$ cat src/rtl/adder_rr_sched.sv
// adder_rr_sched: round-robin scheduler sharing one registered adder between NUM_REQ requesters.
// Latency: req seen in IDLE at cycle t gives a rsp_valid pulse at t+3; one operation every 4 cycles.
// Backpressure: requesters hold req until their rsp_valid pulse, and losing requesters just wait.
// Optional macro ADDER_RR_SCHED_PRIO0_EN gives requester 0 strict priority without moving the pointer.
module adder_rr_sched #(
  parameter int NUM_REQ = 4,
  parameter int A_W     = 4,
  parameter int C_W     = 7
) (
  input  logic                   clk,
  input  logic                   reset,
  input  logic [NUM_REQ-1:0]     req,
  input  logic [NUM_REQ*A_W-1:0] req_a,
  input  logic [NUM_REQ*A_W-1:0] req_b,
  output logic [NUM_REQ-1:0]     gnt,
  output logic [NUM_REQ-1:0]     rsp_valid,
  output logic [C_W-1:0]         rsp_data,
  output logic                   add_valid,
  output logic [A_W-1:0]         add_a,
  output logic [A_W-1:0]         add_b,
  input  logic [C_W-1:0]         add_c,
  output logic                   busy
);

  localparam int PTR_W = (NUM_REQ > 1) ? $clog2(NUM_REQ) : 1;

  typedef enum logic [1:0] {S_IDLE, S_ISSUE, S_WAIT, S_RESP} state_t;

  state_t             r_state;
  logic [PTR_W-1:0]   r_ptr;
  logic [PTR_W-1:0]   r_win;
  logic [NUM_REQ-1:0] r_gnt;
  logic [NUM_REQ-1:0] r_rsp_valid;
  logic [C_W-1:0]     r_rsp_data;
  logic               r_add_valid;
  logic [A_W-1:0]     r_add_a;
  logic [A_W-1:0]     r_add_b;
  logic               r_busy;

  logic               w_found;
  logic [PTR_W-1:0]   w_win;
  logic [PTR_W-1:0]   w_idx;
  logic [NUM_REQ-1:0] w_win_oh;
  logic [A_W-1:0]     w_a;
  logic [A_W-1:0]     w_b;
  logic [PTR_W-1:0]   w_ptr_nxt;

  // Winner search: first set req at or after the pointer, wrapping modulo NUM_REQ
  always_comb begin
    w_found = 1'b0;
    w_win   = '0;
    w_idx   = '0;
    for (int k = 0; k < NUM_REQ; k++) begin
      w_idx = PTR_W'((int'(r_ptr) + k) % NUM_REQ);
      if (!w_found && req[w_idx]) begin
        w_found = 1'b1;
        w_win   = w_idx;
      end
    end
`ifdef ADDER_RR_SCHED_PRIO0_EN
    // Requester 0 overrides the rotation whenever it asks
    if (req[0]) begin
      w_found = 1'b1;
      w_win   = '0;
    end
`endif
  end

  // One-hot grant vector and operand slices of the candidate winner
  always_comb begin
    w_win_oh = '0;
    w_a      = '0;
    w_b      = '0;
    for (int i = 0; i < NUM_REQ; i++) begin
      if (PTR_W'(i) == w_win) begin
        w_win_oh[i] = 1'b1;
        w_a         = req_a[i*A_W +: A_W];
        w_b         = req_b[i*A_W +: A_W];
      end
    end
  end

  assign w_ptr_nxt = PTR_W'((int'(r_win) + 1) % NUM_REQ);

  // Scheduler FSM with all outputs registered
  always_ff @(posedge clk or negedge reset) begin
    if (!reset) begin
      r_state     <= S_IDLE;
      r_ptr       <= '0;
      r_win       <= '0;
      r_gnt       <= '0;
      r_rsp_valid <= '0;
      r_rsp_data  <= '0;
      r_add_valid <= 1'b0;
      r_add_a     <= '0;
      r_add_b     <= '0;
      r_busy      <= 1'b0;
    end else begin
      case (r_state)
        S_IDLE: begin
          r_rsp_valid <= '0;
          if (w_found) begin
            r_win       <= w_win;
            r_gnt       <= w_win_oh;
            r_add_a     <= w_a;
            r_add_b     <= w_b;
            r_add_valid <= 1'b1;
            r_busy      <= 1'b1;
            r_state     <= S_ISSUE;
          end
        end
        S_ISSUE: begin
          r_add_valid <= 1'b0;
          r_state     <= S_WAIT;
        end
        S_WAIT: begin
          // Adder output is valid this cycle; grant vector doubles as the response mask
          r_rsp_data  <= add_c;
          r_rsp_valid <= r_gnt;
          r_state     <= S_RESP;
        end
        S_RESP: begin
          r_rsp_valid <= '0;
          r_gnt       <= '0;
          r_busy      <= 1'b0;
`ifdef ADDER_RR_SCHED_PRIO0_EN
          if (r_win != '0) r_ptr <= w_ptr_nxt;
`else
          r_ptr <= w_ptr_nxt;
`endif
          r_state     <= S_IDLE;
        end
        default: r_state <= S_IDLE;
      endcase
    end
  end

  assign gnt       = r_gnt;
  assign rsp_valid = r_rsp_valid;
  assign rsp_data  = r_rsp_data;
  assign add_valid = r_add_valid;
  assign add_a     = r_add_a;
  assign add_b     = r_add_b;
  assign busy      = r_busy;

endmodule
$ cat config.mk
export PLATFORM = sky130hd
export DESIGN_NAME = adder_rr_sched
export DESIGN_NICKNAME = d
export VERILOG_FILES = /design/src/rtl/adder_rr_sched.sv
export SDC_FILE = /design/constraint.sdc
export NUM_CORES = 1
export LEC_CHECK = 0
export CAP_MARGIN = 30
export CORE_UTILIZATION = 39
export DETAILED_ROUTE_END_ITERATION = 10
export PLACE_DENSITY = 0.76
export SLEW_MARGIN = 10
export SYNTH_ARGS = -nofsm -noshare
export SYNTH_HDL_FRONTEND = slang
export SYNTH_SLANG_ARGS = --single-unit
$ cat constraint.sdc
create_clock -name clk -period 1.56 [get_ports clk]
set_input_delay 0.312 -clock clk [delete_from_list [all_inputs] [get_ports clk]]
set_output_delay 0.312 -clock clk [all_outputs]
set_load 0.01 [all_outputs]
Yosys cells after proc, flatten, opt, wreduce, memory -nomap -nowiden. Cells that the tools add are included.

Bits in registers: 31. Input port bits: 45. Word-level logic and storage cells: 76.

Eq/ne operators: 7. Mux-type cells: 36. Reduce and logical (&&, ||, !) cells: 15. $lt $le $gt $ge: 4. Add/sub/neg operators: 4.

Operator list (count): $mux 4 (9); $pmux 4 s2 (2); $mux 1 (13); $lt 2x3->1 const B (4); $mux 2 (5); $bmux 1 s2 (4); $pmux 2 s4 (1); $reduce_and 2->1 (3); $reduce_bool 2->1 (3); $add 2x1->2 const B (2); $add 2x2->2 const B (2); $eq 2x2->1 const A (2); $eq 2x2->1 const B (2); $logic_not 2->1 (2); $pmux 1 s2 (2); $logic_and 1x1->1 (3); $logic_not 1->1 (3); $eq 1x2->1 const A (1); $eq 2x1->1 const B (1); $ne 2x2->1 const B (1); $reduce_or 2->1 (1).

Logic depth before layout (Yosys ltp).
Word-level depth: 17. Gate-level depth with buffers: 7.

Least setup slack after synthesis. No wires, ideal clock.

Kind: reg2reg. From: reg r_ptr[1]. To: reg r_add_a[1], in the netlist add_a[1]. Setup slack: -0.023 ns. Period minus slack after synthesis: 1.583 ns. Arrival time: 1.449 ns. Library setup time: 0.134 ns. Buffers on the path: 0. Cell stages (with the launch flop): 6. Path through: dfrtp_1 -> mux2i_2 -> o22a_2 -> nand2_4 -> a2111oi_4 -> a211oi_2.

Word-level cells in the longest chain between the ends: 17. Elaborated cells between the ends (all ways): 34. Those cells by class: add/sub (3); eq/ne (3); mux (20); reduce/logical (8).

Ends and longest elaborated chain: from (decl) (line 30) `logic [PTR_W-1:0] r_ptr;`; from (signal assigned) (line 129) `r_ptr <= w_ptr_nxt;`; branches (longest 17 deep; another with $add 2x1->2); to (signal assigned) (line 105) `r_add_a <= w_a;`; to (decl) (line 36) `logic [A_W-1:0] r_add_a;`.

Several ways; the timed one is not identified. The select of a mux whose other input is x is not followed. A chain may end at the register's enable or synchronous reset.

Final worst setup path.
From: reg r_ptr[1]. To: reg r_add_a[0], in the netlist add_a[0].

The elaborated chain is that of the path after synthesis.

==> flow_metrics.env <==
export IMPL_status="finished, violations left"
export IMPL_violations="setup timing"
export IMPL_fin_area_sq_um=2890
export IMPL_first_global_vias=1624
export IMPL_placedInstanceArea_sq_um=2660
export IMPL_max_freq_mhz=622
export IMPL_synth_top_family_by_area="compound AO/OA/AOI/OAI gates"
export IMPL_cp_data_arrival_time_ns=1.82
export IMPL_yosys_top_cells_area="dfrtp_1, mux2i_1, mux2_2"
export IMPL_synth_seq_area_share_pct=43.8
export IMPL_antenna_found_initial=0
export IMPL_p_leak_nw=1.27
export IMPL_synthTopCellsByCount="dfrtp_1, nand2_1, o21ai_0"
export IMPL_timing_hold_violations_final=0
export IMPL_yosys_warnings=0
export IMPL_routedWlPerCell_um=14.9
export IMPL_num_vias=1605
export IMPL_peakVddDrop_mv=0.897
export IMPL_synth_edff_count=0
export IMPL_synthXorXnorAreaFrac_pct=0.495
export IMPL_ff2ff_path_depth=6
export IMPL_diodes=0
export IMPL_nets=305
export IMPL_numPortBuffers=69
export IMPL_dieArea_sq_um=4810
export IMPL_cap_violations=0
export IMPL_yosysMostFrequentCell="dfrtp_1"
export IMPL_crit_path_end_kind="register"
export IMPL_pin_count=70
export IMPL_cts_path_max_buffers=2
export IMPL_place_inst=296
export IMPL_gp_congestion=0.814
export IMPL_cp_required_ns=1.77
export IMPL_skew_ns=0.0196
export IMPL_setup_ws_ns=-0.0467
export IMPL_root_buffer="clkbuf_8"
export IMPL_rrSetupSlack_ns=-0.05
export IMPL_maxSlewHeadroom_pct=66.1
export IMPL_start_util_pct=40.7
export IMPL_period_minus_slack_ns=1.61
export IMPL_synth_top_cell_area_share_pct=43.8
export IMPL_cellPowerDensity_nw_per_um2=1800
export IMPL_synth_mux_area_share_pct=9.75
export IMPL_yosysTopAreaCell="dfrtp_1"
export IMPL_syn_area_sq_um=1770
export IMPL_cts_sinks=31
export IMPL_num_rows=24
export IMPL_rsz0062_at_grt="yes"
export IMPL_r2r_end="add_a[0]"
export IMPL_cp_max_fo=5
export IMPL_post_route_cells_drive_above_1_share_pct=27.8
export IMPL_clock_latency_ns=0.29
export IMPL_firstDrtPassIters=4
export IMPL_ant_nets=0
export IMPL_overflow=0
export IMPL_grtUsageTotal_pct=20.5
export IMPL_critPathLaunchType="register"
export IMPL_fp_dieW_um=69.4
export IMPL_cts_max_level=2
export IMPL_core_area_sq_um=4350
export IMPL_min_path_type="in2async"
export IMPL_r2r_start="r_ptr[1]"
export IMPL_ys_async_sr_fraction_pct=100
export IMPL_area_growth_pct=63.3
export IMPL_layout_cells_non_filler=307
export IMPL_synth_avg_cell_area_sq_um=11.0
export IMPL_final_setup_viol_count=7
export IMPL_period_share_pct=103
export IMPL_synthFlopType="dfrtp_1"
export IMPL_syn_inst=161
export IMPL_cts_tree="done"
export IMPL_cts_buffers=5
export IMPL_hpwl_um=3180
export IMPL_chipHeight_um=69.4
export IMPL_syn_num_nets=212
export IMPL_synth_compound_area_share_pct=24.2
export IMPL_critPathKind="reg2reg"
export IMPL_totalWireLength_um=4570
export IMPL_path_clk_slew_ns=0.08
export IMPL_drt_iter0_drc=78
export IMPL_vias_per_cell=5.23
export IMPL_yosys_area_share_simple_pct=14.8
export IMPL_max_slew_worst_pin_slew_ns=0.509
export IMPL_ys_ff_latch=31
export IMPL_drc_errors=0
export IMPL_grt_pass1_wl_um=7790
export IMPL_grt_max_degree=32
export IMPL_yosys_area_share_adder_pct=4.24
export IMPL_slew_viol_final=0
export IMPL_synth_distinct_cells=39
==> worst max-delay path, stage by stage (launching register included) <==
cell and delay, ns:
dfrtp_2 0.45, mux2i_4 0.32, o22a_4 0.23, buf_6 0.13
nand3_1 0.07, a211o_1 0.27, o211ai_2 0.07
==> cell usage in the layout (no fill, tap or decap), types with 3 or more instances in the layout <==
cell type	count
a211o_1	6
a21oi_1	3
a21oi_2	3
a22o_1	4
buf_4	17
clkbuf_8	7
clkdlybuf4s50_1	61
dfrtp_1	30
dlygate4sd2_1	4
dlymetal6s2s_1	4
ha_1	5
inv_1	3
mux2_2	7
mux2i_1	8
nand2_1	20
nand2_4	3
nand3_1	4
nor2_1	5
o211ai_2	6
o21ai_0	10
o21ai_1	6
==> logic make-up after synthesis <==
group / count (synthesis)
AOI/OAI and AO/OA: 49
muxes: 16
and+or+nand+nor: 49
adders and majority gates: 6
xor gates and xnor gates: 1
DFF: 31
buffers and inverters: 9
==> per-stage QoR <==
step | util, % | total power, mW | TNS (ns) | setup slack, ns | hold slack (ns)
4_1_cts | 65.8 | 5.22 | -0.148 | -0.0289 | 0.396
2_1_floorplan | - | 3.05 | -0.00224 | -0.00224 | 0.0164
6_report | 66.4 | 5.22 | -0.249 | -0.0467 | 0.391
5_1_grt | 66.4 | 5.58 | -0.899 | -0.109 | 0.403
3_5_place_dp | 61.1 | 4.30 | -7.72 | -0.536 | 0.469
3_3_place_gp | 61.1 | 4.23 | -6.95 | -0.472 | 0.461
==> per-layer routing <==
layer	routed length, um	vias to the layer above	global-route usage, %
li1	-	777	-
met1	1990	764	26.0
met2	2270	56	34.0
met3	233	8	4.94
met4	77	0	7.48
met5	0	-	0
==> final cells by class <==
cell class | instances | area (sq um)
fill | 345 | 1460
sequential | 31 | 777
clock inverter | 1 | 7.51
timing repair buffer | 89 | 875
clock buffer | 7 | 96.3
multi-input combinational | 123 | 1060
inverter | 4 | 15.0
tap | 52 | 65.1
==> registers in the layout, indices dropped and copies added, names as in the netlist <==
name	flops
add_a	4
add_b	4
add_valid	1
busy	1
gnt	4
r_ptr	2
r_state	2
r_win	2
rsp_data	7
rsp_valid	4
==> power breakdown <==
group / total, mW / switching, mW / internal (mW)
clock network: 0.713 / 0.312 / 0.401
registers: 1.44 / 0.246 / 1.20
logic: 3.06 / 1.43 / 1.63
total: 5.22 / 1.99 / 3.23
==> how the worst max path moves through the flow <==
stage / startpoint / to / slack, ns / cells after the start
2_1_floorplan: r_ptr[1] / add_a[1] / -0.002 / 5
3_3_place_gp: req[3] / add_b[2] / -0.47 / 5
3_5_place_dp: req[0] / add_a[0] / -0.54 / 6
4_1_cts: r_ptr[1] / add_a[0] / -0.03 / 6
5_1_grt: r_ptr[1] / add_b[2] / -0.11 / 5
6_report: r_ptr[1] / add_a[0] / -0.05 / 6
==> repair_timing <==
item,CTS,global route
endpoints found under the setup margin,15,16
pin swaps,7,3
buffers inserted,1,0
resized for setup,19,10
hold buffers,0,0
cloned,2,0
(Power assumes the default switching activity.)
==> edit 1: new RTL, same settings <==
Set the parameter `A_W` to 5 (it was 4).
--- a/src/rtl/adder_rr_sched.sv
+++ b/src/rtl/adder_rr_sched.sv
@@ -4,7 +4,7 @@
 // Optional macro ADDER_RR_SCHED_PRIO0_EN gives requester 0 strict priority without moving the pointer.
 module adder_rr_sched #(
   parameter int NUM_REQ = 4,
-  parameter int A_W     = 4,
+  parameter int A_W     = 5,
   parameter int C_W     = 7
 ) (
   input  logic                   clk,
Ports: changed (resized add_a, add_b, req_a and req_b); port bits go from 70 to 80. No check against the original RTL was run, so the function may have changed too.
==> edit 1 against the unedited design <==
Worst setup slack worse by 0.027 ns. Wire length up 6.8%. Critical path type unchanged. Utilization up 2.9 points. Power up 2.4%. Synthesized area up 2.6%. Sequential cell count up 2. Combinational power up 4%. The flow still finishes with violations (negative setup slack). Design area up 5.8%. Fmax down 1.6%.
==> edit 1: results (changes against the unedited design) <==
outcome: "complete, but fails checks"
violations: "negative setup slack"
fin_setup_tns_ns: -0.359  # -0.111 ns
dp_slack_ns: -0.512  # +0.0247 ns
p_sw_share_pct: 37.2  # -0.98 points
fin_skew_ns: 0.00433  # -0.0152 ns
worst_ir_drop_vdd_uv: 713  # -20%
syn_inst: 178  # +11%
hold_class: "in2async"
drive_gt1_share_pct: 21.1  # -6.8 points
synth_xor_xnor_area_share_pct: 0.482  # -0.013 points
n_fill_cell: 350  # +1.4%
synth_fa_ha_area_share_pct: 4.13  # -0.11 points
cp_max_fo: 5  # unchanged
setup_violations: 11  # +4
wl_per_cell_um: 14.7  # -1.2%
power_density_nw_per_um2: 1750  # -3.2%
place_hpwl_um: 3390  # +6.8%
synth_nets: 237  # +12%
fin_nets: 338  # +11%
track_usage_pct: 20.4  # -0.11 points
synth.distinct_cells: 30  # -23%
synth.area.top_cells: "dfrtp_1 45%, mux2i_1 6.1%, nand2_1 5.6%"
power_leakage_nw: 1.33  # +5.1%
yosysSeqAreaShare_pct: 45.5  # +1.6 points
drt_iter0_markers: 111  # +42%
gp_congestion: 0.769  # -5.6%
grt_max_degree: 34  # +6.3%
grt_first_pass_wirelength_um: 8020  # +2.9%
slew_headroom_pct: 76.2  # +10 points
dp_cells: 319  # +7.8%
io_buffers: 79  # +14%
dpl-instance-area_um2: 2840  # +6.8%
grt_pass1_vias: 1710  # +5.3%
synth_compound_area_share_pct: 22.0  # -2.1 points
setup_slack_ns: -0.0737  # -0.0269 ns
vias_per_cell: 5.25  # +0.36%
synthMuxAreaShare_pct: 10.4  # +0.65 points
[edit 1: cell types whose count changed after synthesis, moves of 5 or more]
cell	unedited run	this run
o21ai_1	6	14
o211ai_1	1	8
nand2_1	21	27
nand3_1	6	11
[edit 1: through the flow]
stage               power (mW)  hold slack (ns)
floorplan                 3.09           0.0164
global placement          4.44            0.466
detailed placement        4.53            0.475
CTS                       5.27            0.398
global route              5.75            0.400
finish                    5.34            0.397
[edit 1: worst paths after layout]
kind | to | slack (ns) | cells after the start
setup / recovery | add_b[4] | -0.07 | 6
hold / removal | rsp_data[5] | 0.40 | 2
setup reg to reg | add_b[4] | -0.07 | 6
hold reg to reg | rsp_valid[3] | 0.49 | 2
max in group asynchronous | r_ptr[1] | 0.97 | 2
min in group clk | rsp_valid[3] | 0.49 | 2
[edit 1: repair_timing]
action,4_1_cts,5_1_grt
setup buffers,2,1
pin swaps,3,5
setup endpoints to repair,17,19
resized for setup,12,15
gates cloned,1,1
[edit 1: final cells by class]
cell class / count / share of cell area [%]
multi-input cells: 129 / 32.0
flip-flops and latches: 33 / 27.1
clock inverters: 2 / 0.327
well taps: 52 / 2.13
repair buffers: 106 / 35.6
inverters: 4 / 0.491
clock buffers: 6 / 2.37
[edit 1: layer usage]
metal	GRT usage, %	part of all wire [%]
met4	5.33	1.1
met1	25.4	44
met5	0	0
met3	5.77	6.3
met2	34.6	49
[edit 1: power groups by stage]
stage	clock [mW]	combinational [mW]	sequential [mW]
floorplan	0	1.43	1.66
global placement	0	2.91	1.53
detailed placement	0	3.00	1.54
CTS	0.630	3.10	1.54
global route	0.679	3.46	1.61
finish	0.614	3.17	1.55
[edit 1: logic make-up after synthesis]
logic type / count (synthesis)
and+or+nand+nor: 49
adders and majority gates: 6
muxes: 18
xor gates and xnor gates: 1
AOI/OAI and AO/OA: 54
DFF: 33
buffers and inverters: 17
==> edit 2: new RTL, same settings <==
Made on the original files. Reset style: synchronous (`reset`), changed in one clocked block.
--- a/src/rtl/adder_rr_sched.sv
+++ b/src/rtl/adder_rr_sched.sv
@@ -83,7 +83,7 @@
   assign w_ptr_nxt = PTR_W'((int'(r_win) + 1) % NUM_REQ);
 
   // Scheduler FSM with all outputs registered
-  always_ff @(posedge clk or negedge reset) begin
+  always_ff @(posedge clk) begin
     if (!reset) begin
       r_state     <= S_IDLE;
       r_ptr       <= '0;
Check against the original RTL: differs if reset is asserted again (counterexample within 4 cycles, from zero or initial values and one cycle with reset low); with reset held inactive, the same outputs for 4 cycles.
==> edit 2 against the unedited design <==
The run still ends with negative setup slack left. Power down 28%. Wire length down 5.0%. Design area down 2.8%. Synthesized area down 12%. Critical endpoint is now add_a[3]. Sequential cell count unchanged. Sequential power down 25%. Die area down 11%. Via count down 1.2%. Worst setup slack worse by 0.092 ns. Hold slack better by 0.10 ns.
==> edit 2: results (changes against the unedited design) <==
outcome: "complete, but fails checks"
violations: "negative setup slack"
place_hpwl_um: 2940  # -7.3%
vias_per_cell: 5.15  # -1.6%
setup_slack_ns: -0.139  # -0.0924 ns
met3_length_um: 279  # +20%
p_sw_mw: 1.25  # -37%
slew_headroom_pct: 79.3  # +13 points
synth_nets: 214  # +0.94%
hold_class: "reg2reg"
track_usage_pct: 21.2  # +0.72 points
synth.avg_cell_area_um2: 9.58  # -13%
cp_top_family: "simple AND/OR/NAND/NOR gates"
comb_power_share_pct: 49.2  # -9.5 points
power_leakage_nw: 1.09  # -14%
dp_cells: 295  # -0.34%
met1Wirelength_um: 1770  # -11%
wl_per_cell_um: 14.1  # -5.3%
grt_first_pass_wirelength_um: 6860  # -12%
inverters_excl_clock: 6  # +2
seqPwrFrac_pct: 28.8  # +1.2 points
fin_nets: 310  # +1.6%
multi_input_area_share_pct: 36.7  # +0.15 points
seq_area_um2: 626  # -19%
cp_max_fo: 8  # +3
yosysSeqAreaShare_pct: 39.7  # -4.1 points
met2_usage_pct: 35.6  # +1.6 points
n_fill_cell: 287  # -17%
grtUsageMet3_pct: 6.42  # +1.5 points
setup_violations: 12  # +5
drt_iter0_markers: 31  # -60%
gp_congestion: 0.873  # +7.2%
grt_max_degree: 20  # -38%
synth.area.top_cells: "dfxtp_1 40%, mux2i_1 16%, ha_1 4.8%"
buf_share_pct: 34.0  # +3.7 points
worst_ir_drop_vdd_uv: 654  # -27%
cpMaxStageDelayCell: "or3_4"
fin_skew_ns: 0.00177  # -0.0178 ns
dr_wl_met2_um: 2200  # -3.0%
drive_gt1_share_pct: 25.8  # -2.1 points
[edit 2: cell count changes in the layout (fill, tap and decap cells not counted), moves of 7 or more]
cell,delta
o221ai_2,+8
nor2b_1,+9
nand2_1,-7
and2_1,+7
mux2_2,-7
dfxtp_1,+29
dfrtp_1,-30
mux2i_1,+17
[edit 2: cells by family after synthesis]
group	after synthesis	synth area share, %
and+or+nand+nor	56	19.6
buffers and inverters	14	5.29
DFF	31	39.7
AOI/OAI and AO/OA	30	14.0
muxes	25	16.0
adders and majority gates	6	4.81
xor gates and xnor gates	1	0.561
[edit 2: metrics by stage]
| stage | power, mW | setup TNS [ns] | instance area, um^2 | setup slack [ns] | utilization [%] |
|---|---|---|---|---|---|
| CTS | 3.56 | -1.67 | 2670 | -0.207 | 71.4 |
| floorplan | 1.87 | -0.0238 | 1580 | -0.0238 | - |
| global route | 3.98 | -1.91 | 2810 | -0.193 | 75.1 |
| detailed placement | 2.64 | -8.52 | 2470 | -0.560 | 66.0 |
| global placement | 2.61 | -8.05 | 2470 | -0.497 | 66.0 |
| finish | 3.75 | -1.36 | 2810 | -0.139 | 75.1 |
[edit 2: tightest hold or removal path, delay by kind of cell (launching register included)]
family / cells / cell delay [ns]
AOI/OAI and AO/OA: 1 / 0.06
and+or+nand+nor: 1 / 0.06
DFF: 1 / 0.33
[edit 2: timing repair]
item | CTS | global route
gates cloned | 1 | 1
buffers inserted | 2 | 1
gates resized for setup | 16 | 30
setup endpoints to repair | 17 | 14
pin swaps | 7 | 13
[edit 2: path summary, 6_finish.rpt]
check             startpoint       end  slack [ns]  cells past startpoint
hold / removal      r_win[1]  r_win[1]        0.49                      2
setup reg to reg    r_ptr[1]  add_a[3]       -0.14                      8
setup / recovery    r_ptr[1]  add_a[3]       -0.14                      8
hold reg to reg     r_win[1]  r_win[1]        0.49                      2
